--- src/rtl/nibble_packer.sv ---
// nibble_packer: gathers 4-bit samples into 32-bit words of eight slots with a count/sequence control word.
// Optional NIBBLE_PACKER_SUM_EN adds a registered reference sum of each emitted word on sum_out.
module nibble_packer #(
    parameter bit MSB_FIRST = 1'b0
) (
    input  logic        sysclk,
    input  logic        rst_n,
    input  logic [3:0]  nib_in,
    input  logic        nib_valid,
    input  logic        flush,
    output logic        nib_ready,
    output logic [31:0] data_out,
    output logic [5:0]  mm_out,
    output logic        word_valid,
    input  logic        word_ready,
    output logic [6:0]  sum_out
);

    typedef enum logic [0:0] {FILL = 1'b0, FULL = 1'b1} state_t;

    state_t      state_q, state_d;
    logic        ready_q, ready_d;
    logic [31:0] asm_q, asm_d;
    logic [2:0]  idx_q, idx_d;
    logic [2:0]  held_q, held_d;
    logic [2:0]  seq_q, seq_d;
    logic [31:0] data_q, data_d;
    logic [5:0]  mm_q, mm_d;
    logic        valid_q, valid_d;

    logic        accept_s;
    logic        complete_s;
    logic        can_load_s;
    logic [2:0]  slot_s;
    logic [2:0]  cnt_m1_s;
    logic [31:0] asm_new_s;
    logic        load_s;
    logic [31:0] load_word_s;
    logic [2:0]  load_cnt_s;

    // Next-state, assembly and output-register load decisions
    always_comb begin
        state_d     = state_q;
        asm_d       = asm_q;
        idx_d       = idx_q;
        held_d      = held_q;
        seq_d       = seq_q;
        data_d      = data_q;
        mm_d        = mm_q;
        valid_d     = valid_q;
        load_s      = 1'b0;
        load_word_s = asm_q;
        load_cnt_s  = held_q;
        asm_new_s   = asm_q;

        // ready_q is only high in FILL, so it doubles as the FILL qualifier
        accept_s   = nib_valid & ready_q;
        complete_s = ready_q & ((accept_s & (idx_q == 3'd7)) |
                                (flush & ((idx_q != 3'd0) | nib_valid)));
        cnt_m1_s   = accept_s ? idx_q : (idx_q - 3'd1);
        can_load_s = ~valid_q | word_ready;
        slot_s     = MSB_FIRST ? (3'd7 - idx_q) : idx_q;

        if (accept_s) begin
            asm_new_s[{slot_s, 2'b00} +: 4] = nib_in;
        end else begin
            asm_new_s = asm_q;
        end

        case (state_q)
            FILL: begin
                if (complete_s) begin
                    idx_d = 3'd0;
                    if (can_load_s) begin
                        load_s      = 1'b1;
                        load_word_s = asm_new_s;
                        load_cnt_s  = cnt_m1_s;
                        asm_d       = 32'd0;
                    end else begin
                        state_d = FULL;
                        asm_d   = asm_new_s;
                        held_d  = cnt_m1_s;
                    end
                end else if (accept_s) begin
                    asm_d = asm_new_s;
                    idx_d = idx_q + 3'd1;
                end else begin
                    asm_d = asm_q;
                end
            end
            FULL: begin
                if (valid_q & word_ready) begin
                    load_s  = 1'b1;
                    asm_d   = 32'd0;
                    state_d = FILL;
                end else begin
                    state_d = FULL;
                end
            end
            default: begin
                state_d = FILL;
            end
        endcase

        if (load_s) begin
            data_d  = load_word_s;
            mm_d    = {seq_q, load_cnt_s};
            valid_d = 1'b1;
            seq_d   = seq_q + 3'd1;
        end else if (word_ready) begin
            valid_d = 1'b0;
        end else begin
            valid_d = valid_q;
        end

        ready_d = (state_d == FILL);
    end

    // State, assembly and output registers
    always_ff @(posedge sysclk or negedge rst_n) begin
        if (!rst_n) begin
            state_q <= FILL;
            ready_q <= 1'b0;
            asm_q   <= 32'd0;
            idx_q   <= 3'd0;
            held_q  <= 3'd0;
            seq_q   <= 3'd0;
            data_q  <= 32'd0;
            mm_q    <= 6'd0;
            valid_q <= 1'b0;
        end else begin
            state_q <= state_d;
            ready_q <= ready_d;
            asm_q   <= asm_d;
            idx_q   <= idx_d;
            held_q  <= held_d;
            seq_q   <= seq_d;
            data_q  <= data_d;
            mm_q    <= mm_d;
            valid_q <= valid_d;
        end
    end

`ifdef NIBBLE_PACKER_SUM_EN
    function automatic logic [6:0] nibble_sum(input logic [31:0] w);
        logic [6:0] acc;
        acc = 7'd0;
        for (int i = 0; i < 8; i++) begin
            acc = acc + {3'b000, w[i*4 +: 4]};
        end
        return acc;
    endfunction

    logic [6:0] sum_q;

    // Sum register loads together with data_out
    always_ff @(posedge sysclk or negedge rst_n) begin
        if (!rst_n) begin
            sum_q <= 7'd0;
        end else if (load_s) begin
            sum_q <= nibble_sum(load_word_s);
        end else begin
            sum_q <= sum_q;
        end
    end

    assign sum_out = sum_q;
`else
    assign sum_out = 7'd0;
`endif

    assign nib_ready  = ready_q;
    assign data_out   = data_q;
    assign mm_out     = mm_q;
    assign word_valid = valid_q;

endmodule

--- config.mk ---
export PLATFORM = sky130hd
export DESIGN_NAME = nibble_packer
export DESIGN_NICKNAME = d
export VERILOG_FILES = /design/src/rtl/nibble_packer.sv
export SDC_FILE = /design/constraint.sdc
export NUM_CORES = 1
export LEC_CHECK = 0
export CAP_MARGIN = 20
export CORE_ASPECT_RATIO = 1.4
export CORE_MARGIN = 10
export CORE_UTILIZATION = 50
export CTS_CLUSTER_SIZE = 10
export DETAILED_ROUTE_END_ITERATION = 16
export MAX_ROUTING_LAYER = met4
export PLACE_DENSITY = 0.86
export SLEW_MARGIN = 10
export SYNTH_ARGS = -nofsm -noshare
export SYNTH_HDL_FRONTEND = slang
export SYNTH_SLANG_ARGS = --single-unit
--- constraint.sdc ---
create_clock -name sysclk -period 2.3 [get_ports sysclk]
set_input_delay 0.46 -clock sysclk [delete_from_list [all_inputs] [get_ports sysclk]]
set_output_delay 0.46 -clock sysclk [all_outputs]
set_load 0.01 [all_outputs]
==> results.yml <==
drt:
  via_per_inst: 6.08
  drtIter0Drc: 195
  dr.pass1.iters: 4
  ant_nets: 0
  wirelength_um: 11100
  vias: 3338
  wire_per_inst_um: 20.1
  drc: 0
synthesis:
  synth-edff-count: 0
  synth_area_um2: 4230
  yosysSeqAreaShare_pct: 48.5
  synth_cell_types: 54
  synth.avg_cell_area_um2: 11.2
  ys_warn_count: 0
  async_reset_ff_share_pct: 100
  synth_seq_cells: 82
  synth_ff_type: "dfrtp_1"
  synth_cells: 379
worst_setup_path:
  arrival_ns: 2.46
  timing.rr.start: "idx_q[0]"
  reg2reg_depth: 7
  worst-path-max-fanout: 6
  critPathKind: "flop to flop"
  end_kind: "flop"
  cp_data_required_time_ns: 2.53
  reg2reg_to: "held_q[2]"
  reg2reg_slack_ns: 0.07
  start_kind: "flop"
clock_tree:
  clock_latency_ns: 0.34
  cts_max_level: 3
  clk_path_buf_depth: 2
  clockRootBuffer: "clkbuf_16"
  cts_buffers: 9
  tritoncts: "yes"
  cts.clk_slew.worst_paths_ns: 0.06
  clock_sinks: 82
layout:
  postLayoutCoreUtil_pct: 63.3
  drive_above_1_share_pct: 15.7
  n_antenna_cell: 0
  nFillCells: 643
  layout.nets: 461
  syn_to_final_growth_pct: 22.6
placement:
  port_buffers: 48
  place.gp.congestion: 0.948
  dp_hpwl_um: 7750
  post-place-ws_ns: -0.00851
floorplan:
  fp.dieArea_um2: 12600
  coreArea_um2: 8200
  start_util_pct: 51.6
  io_pins: 56
  rows: 39
  die_y_um: 129
  die_x_um: 97.7
timing:
  fin_crit_sh_pct: 96.9
  finalSetupViolations: 0
  setup_ws_ns: 0.0716
  layout_min_cycle_time_ns: 2.23
  whs_ns: 0.0708
  rsz0062_at_grt: "yes"
  skew_ns: 0.00491
  drv_slew: 0
  timing.fmax_mhz: 449
  hold_viol_final: 0
power:
  power.density_nw_per_um2: 1080
  vdd_drop_max_v: 0.000696
  cellLeakagePower_uw: 0.00227
grt:
  grt_max_degree: 49
  antenna_found_initial: 0
  grt_pass1_vias: 3474
  gr-usage-all-layers_pct: 18.0
  grt-ovfl-total: 0
  grt_pass1_wl_um: 17900
outcome:
  status: "finished clean"
worst_hold_path:
  hold_path_class: "input pin to async pin"
job:
  drv_cap: 0
-- Yosys cell counts, types with 2 or more instances --
library cell / instances / area share (%)
buf_4: 9 / 1.6
o211ai_1: 22 / 3.9
nand4_1: 3 / 0.44
o2bb2ai_1: 24 / 5.0
buf_6: 4 / 1.1
nor3b_1: 2 / 0.35
nand3_1: 4 / 0.47
nand2_1: 29 / 2.6
dfrtp_1: 82 / 49
nand2_2: 2 / 0.30
o21a_1: 2 / 0.35
mux2i_1: 29 / 6.9
nor2b_1: 2 / 0.30
and2_1: 14 / 2.1
nand2b_1: 2 / 0.30
nor4b_4: 3 / 1.7
o211ai_2: 4 / 1.2
a22o_1: 8 / 1.7
clkbuf_1: 8 / 0.71
inv_1: 11 / 0.98
nor2_1: 7 / 0.62
and3_1: 4 / 0.59
xnor2_1: 4 / 0.83
nor2b_2: 2 / 0.41
o21ai_0: 34 / 4.0
a221o_1: 7 / 1.7
ha_1: 9 / 2.7
o22ai_1: 3 / 0.44
buf_2: 6 / 0.71
o21ai_1: 5 / 0.59
mux2_2: 7 / 1.9
a21oi_1: 2 / 0.24
a32oi_1: 4 / 0.83
-- per-layer routing --
layer / global-route usage, % / vias to the layer above / share of wire [%]
li1: - / 1529 / -
met1: 19.4 / 1669 / 40
met2: 30.0 / 112 / 52
met3: 4.82 / 28 / 5.2
met4: 9.09 / 0 / 2.9
met5: - / - / 0
-- layout make-up --
class	count	area [um^2]	share of cell area (%)
flip-flops and latches	82	2050	39.6
multi-input cells	264	1980	38.3
repair buffers	75	693	13.4
clock buffers	12	246	4.75
well taps	102	128	2.46
inverters	11	41.3	0.796
clock inverters	3	40.0	0.772
-- how the worst max path moves through the flow --
stage,startpoint,endpoint,slack [ns],depth (start not counted)
CTS,idx_q[0],data_out[28],0.03,6
finish,idx_q[0],held_q[2],0.07,7
floorplan,idx_q[0],held_q[1],0.14,7
detailed placement,nib_valid,data_out[30],-0.009,5
global placement,nib_valid,data_out[31],0.04,5
global route,idx_q[1],held_q[1],-0.008,7
-- registers in the layout (all words and copies together), names as in the netlist --
name        count
idx_q           3
state_q         1
held_q          3
data_out       32
asm_q          32
nib_ready       1
mm_out          6
seq_q           3
word_valid      1
-- stage by stage --
stage | total power (uW) | TNS, ns | instance area [um^2] | instances
5_1_grt | 5890 | -0.00801 | 5190 | 549
4_1_cts | 5590 | 0 | 5170 | 548
6_report | 5600 | 0 | 5190 | 549
3_5_place_dp | 4150 | -0.00879 | 4890 | 533
3_3_place_gp | 4080 | 0 | 4890 | 533
2_1_floorplan | 3330 | 0 | 4250 | 385
-- critical path: stages, from the launching register on --
cell and delay (ns):
dfrtp_2 0.40, inv_1 0.08, ha_1 0.23, ha_1 0.28
nor2b_2 0.27, o21ai_0 0.21, nor2_2 0.28, mux2_2 0.37
-- logic make-up after synthesis --
family	Yosys count	synth area share [%]
compound gates	122	21.5
xor+xnor	4	0.828
flops	82	48.5
simple gates	86	12.5
buf+inv	39	5.18
other cells	1	0.0886
fa+ha+maj	9	2.66
mux	36	8.73
-- timing repair --
action                                  CTS  global route
gates resized for setup                   0             2
setup buffers                             0             1
hold buffers                              0             0
endpoints found under the setup margin    0            48
-- report_power, final --
| group | leakage [uW] | internal (uW) | switching [uW] |
|---|---|---|---|
| clock network | 0.000142 | 861 | 553 |
| logic | 0.00101 | 970 | 1350 |
| registers | 0.00111 | 1660 | 213 |
-- layout by cell type, fill, tap and decap left out, types with 2 or more instances in the layout --
master	n
and2_1	14
and3_1	4
o2bb2ai_1	24
mux2_2	7
o211ai_2	4
clkbuf_16	9
nand2_1	29
clkdlybuf4s50_1	47
mux2i_1	29
ha_1	8
nor2b_2	2
a32oi_1	4
clkinv_2	2
clkbuf_1	2
nand2b_1	2
o211ai_1	22
nand4_1	3
nor4b_4	3
nor3b_1	2
a21oi_1	2
o21ai_0	34
inv_1	11
xnor2_1	4
nor2b_1	2
o21ai_1	5
conb_1	7
buf_4	27
nor2_1	7
dfrtp_1	81
o21a_1	2
nand3_1	4
a221o_1	7
a22o_1	8
nand2_2	2
o22ai_1	3
No activity file was read; power rests on OpenSTA's default activity.
==> RTL change, RTL diff (same flow settings) <==
Build with the macro `NIBBLE_PACKER_SUM_EN` defined.
--- a/src/rtl/nibble_packer.sv
+++ b/src/rtl/nibble_packer.sv
@@ -1,5 +1,7 @@
 // nibble_packer: gathers 4-bit samples into 32-bit words of eight slots with a count/sequence control word.
 // Optional NIBBLE_PACKER_SUM_EN adds a registered reference sum of each emitted word on sum_out.
+`define NIBBLE_PACKER_SUM_EN
+
 module nibble_packer #(
     parameter bit MSB_FIRST = 1'b0
 ) (
Function: changed (Yosys sat finds a counterexample within 4 cycles, from zero or initial values and one cycle with rst_n low).
==> RTL change against the original RTL <==
  * The flow now finishes with violations (setup timing)
  * Total power grew 30%
  * Area after synthesis up 15%
  * Clock skew grew 0.0030 ns
  * Worst setup slack got worse by 2.9 ns
  * Routed wire length increased by 49%
  * Sequential cell count grew 7
  * Core utilization grew 16 points
  * Final area increased by 44%
  * Critical endpoint is now sum_out[6]
  * Highest routed layer unchanged
==> RTL change: results <==
group,metric,value,unit
route,wl,16460,µm
final_layout,n_fill_cell,532,
synthesis,synth_compound_area_share,14.69,%
placed_design,placed_area,6668,µm²
route,drtIter0Drc,392,
route,drt_first_pass_iters,5,
synthesis,ys_types,49,
route,avgViaCountPerCell,5.980,
final_layout,drive_gt1_share,41.99,%
grt,grt_pass1_wl,23980,µm
outcome,status,"finished, violations left",
grt,grt_start_max_net_pins,44,
placed_design,hpwl,10970,µm
final_layout,nets,687,
timing,finClkSkew,0.007872,ns
synthesis,synth_seq_area_share,45.96,%
synthesis,synth-xor-area-share,1.084,%
synthesis,synthAdderAreaFrac,13.89,%
synthesis,muxShareOfSynthArea,6.610,%
timing,setup_slack,-2.779,ns
synthesis,yosys-top-cells-area,"dfrtp_1, fa_1, a22o_1, mux2_2, ha_1",
synthesis,avgSynthCellArea,10.96,µm²
setup_path,arrival,5.35,ns
setup_path,cp_max_fo,5,
grt,grt_pass1_vias,4781,
placed_design,portBuffers,55,
final_layout,fin_cells,753,
outcome,violations,"setup timing",
timing,setup_viol,35,
[RTL change: power breakdown]
| part | switching (mW) | internal [mW] |
|---|---|---|
| clock network | 0.615 | 0.953 |
| logic | 1.91 | 1.71 |
| registers | 0.219 | 1.88 |
[RTL change: cell families after synthesis]
| family | Yosys count |
|---|---|
| xor gates and xnor gates | 6 |
| muxes | 29 |
| DFF | 89 |
| buffers and inverters | 52 |
| adders and majority gates | 40 |
| and+or+nand+nor | 131 |
| AOI/OAI and AO/OA | 95 |
[RTL change: layout make-up]
class	count	area, µm²	share of cell area, %
clock buffers	13	240.2	3.214
clock inverters	3	65.06	0.8704
inverters	34	130.1	1.741
multi-input cells	301	2902	38.82
flip-flops and latches	89	2230	29.83
well taps	110	137.6	1.841
repair buffers	203	1770	23.69
[RTL change: per-layer routing]
layer	vias up	GRT usage [%]	share of wire [%]
met5	-	-	0
met4	0	9.922	4.5
met3	62	4.776	5.4
met2	188	39.10	53
met1	2317	24.61	38
li1	1936	-	-
[RTL change: metrics by stage]
stage	setup TNS [ns]	setup WS [ns]	total power, mW
after floorplan	-15.77	-2.626	3.733
after global placement	-33.10	-2.893	5.134
after detailed placement	-36.83	-3.041	5.282
after CTS	-19.48	-2.684	7.027
after global routing	-25.15	-2.894	7.660
final	-22.12	-2.779	7.283
[RTL change: repair_timing]
item / CTS / global route
setup endpoints to repair: 41 / 72
setup buffers: 8 / 12
resized for setup: 49 / 45
hold buffers: 0 / 0
cloned: 1 / 0
pin swaps: 22 / 19
[RTL change: final timing paths]
kind                                    to  cells past startpoint  slack [ns]  startpoint
worst max-delay path            sum_out[6]                     22       -2.78    idx_q[1]
worst min-delay path             asm_q[13]                      1        0.11       rst_n
worst max register to register  sum_out[6]                     22       -2.78    idx_q[1]
worst min register to register  sum_out[0]                      2        0.47  sum_out[0]
max in group asynchronous        mm_out[3]                      2        1.52       rst_n
min in group sysclk             sum_out[0]                      2        0.47  sum_out[0]
[RTL change: worst max-delay path, cell delays in order, from the launching register on]
cell and delay, ns:
dfrtp_2 0.41, inv_2 0.07, ha_4 0.17, ha_4 0.16, nor2b_4 0.12, or4_4 0.45, buf_6 0.17, nor2_4 0.22
mux2i_2 0.31, fa_1 0.47, inv_2 0.09, fa_1 0.41, fa_1 0.53, inv_1 0.05, fa_1 0.44, inv_2 0.08
ha_4 0.13, inv_2 0.04, fa_2 0.36, inv_1 0.07, a21o_1 0.12, a21oi_2 0.05, o21ai_1 0.12
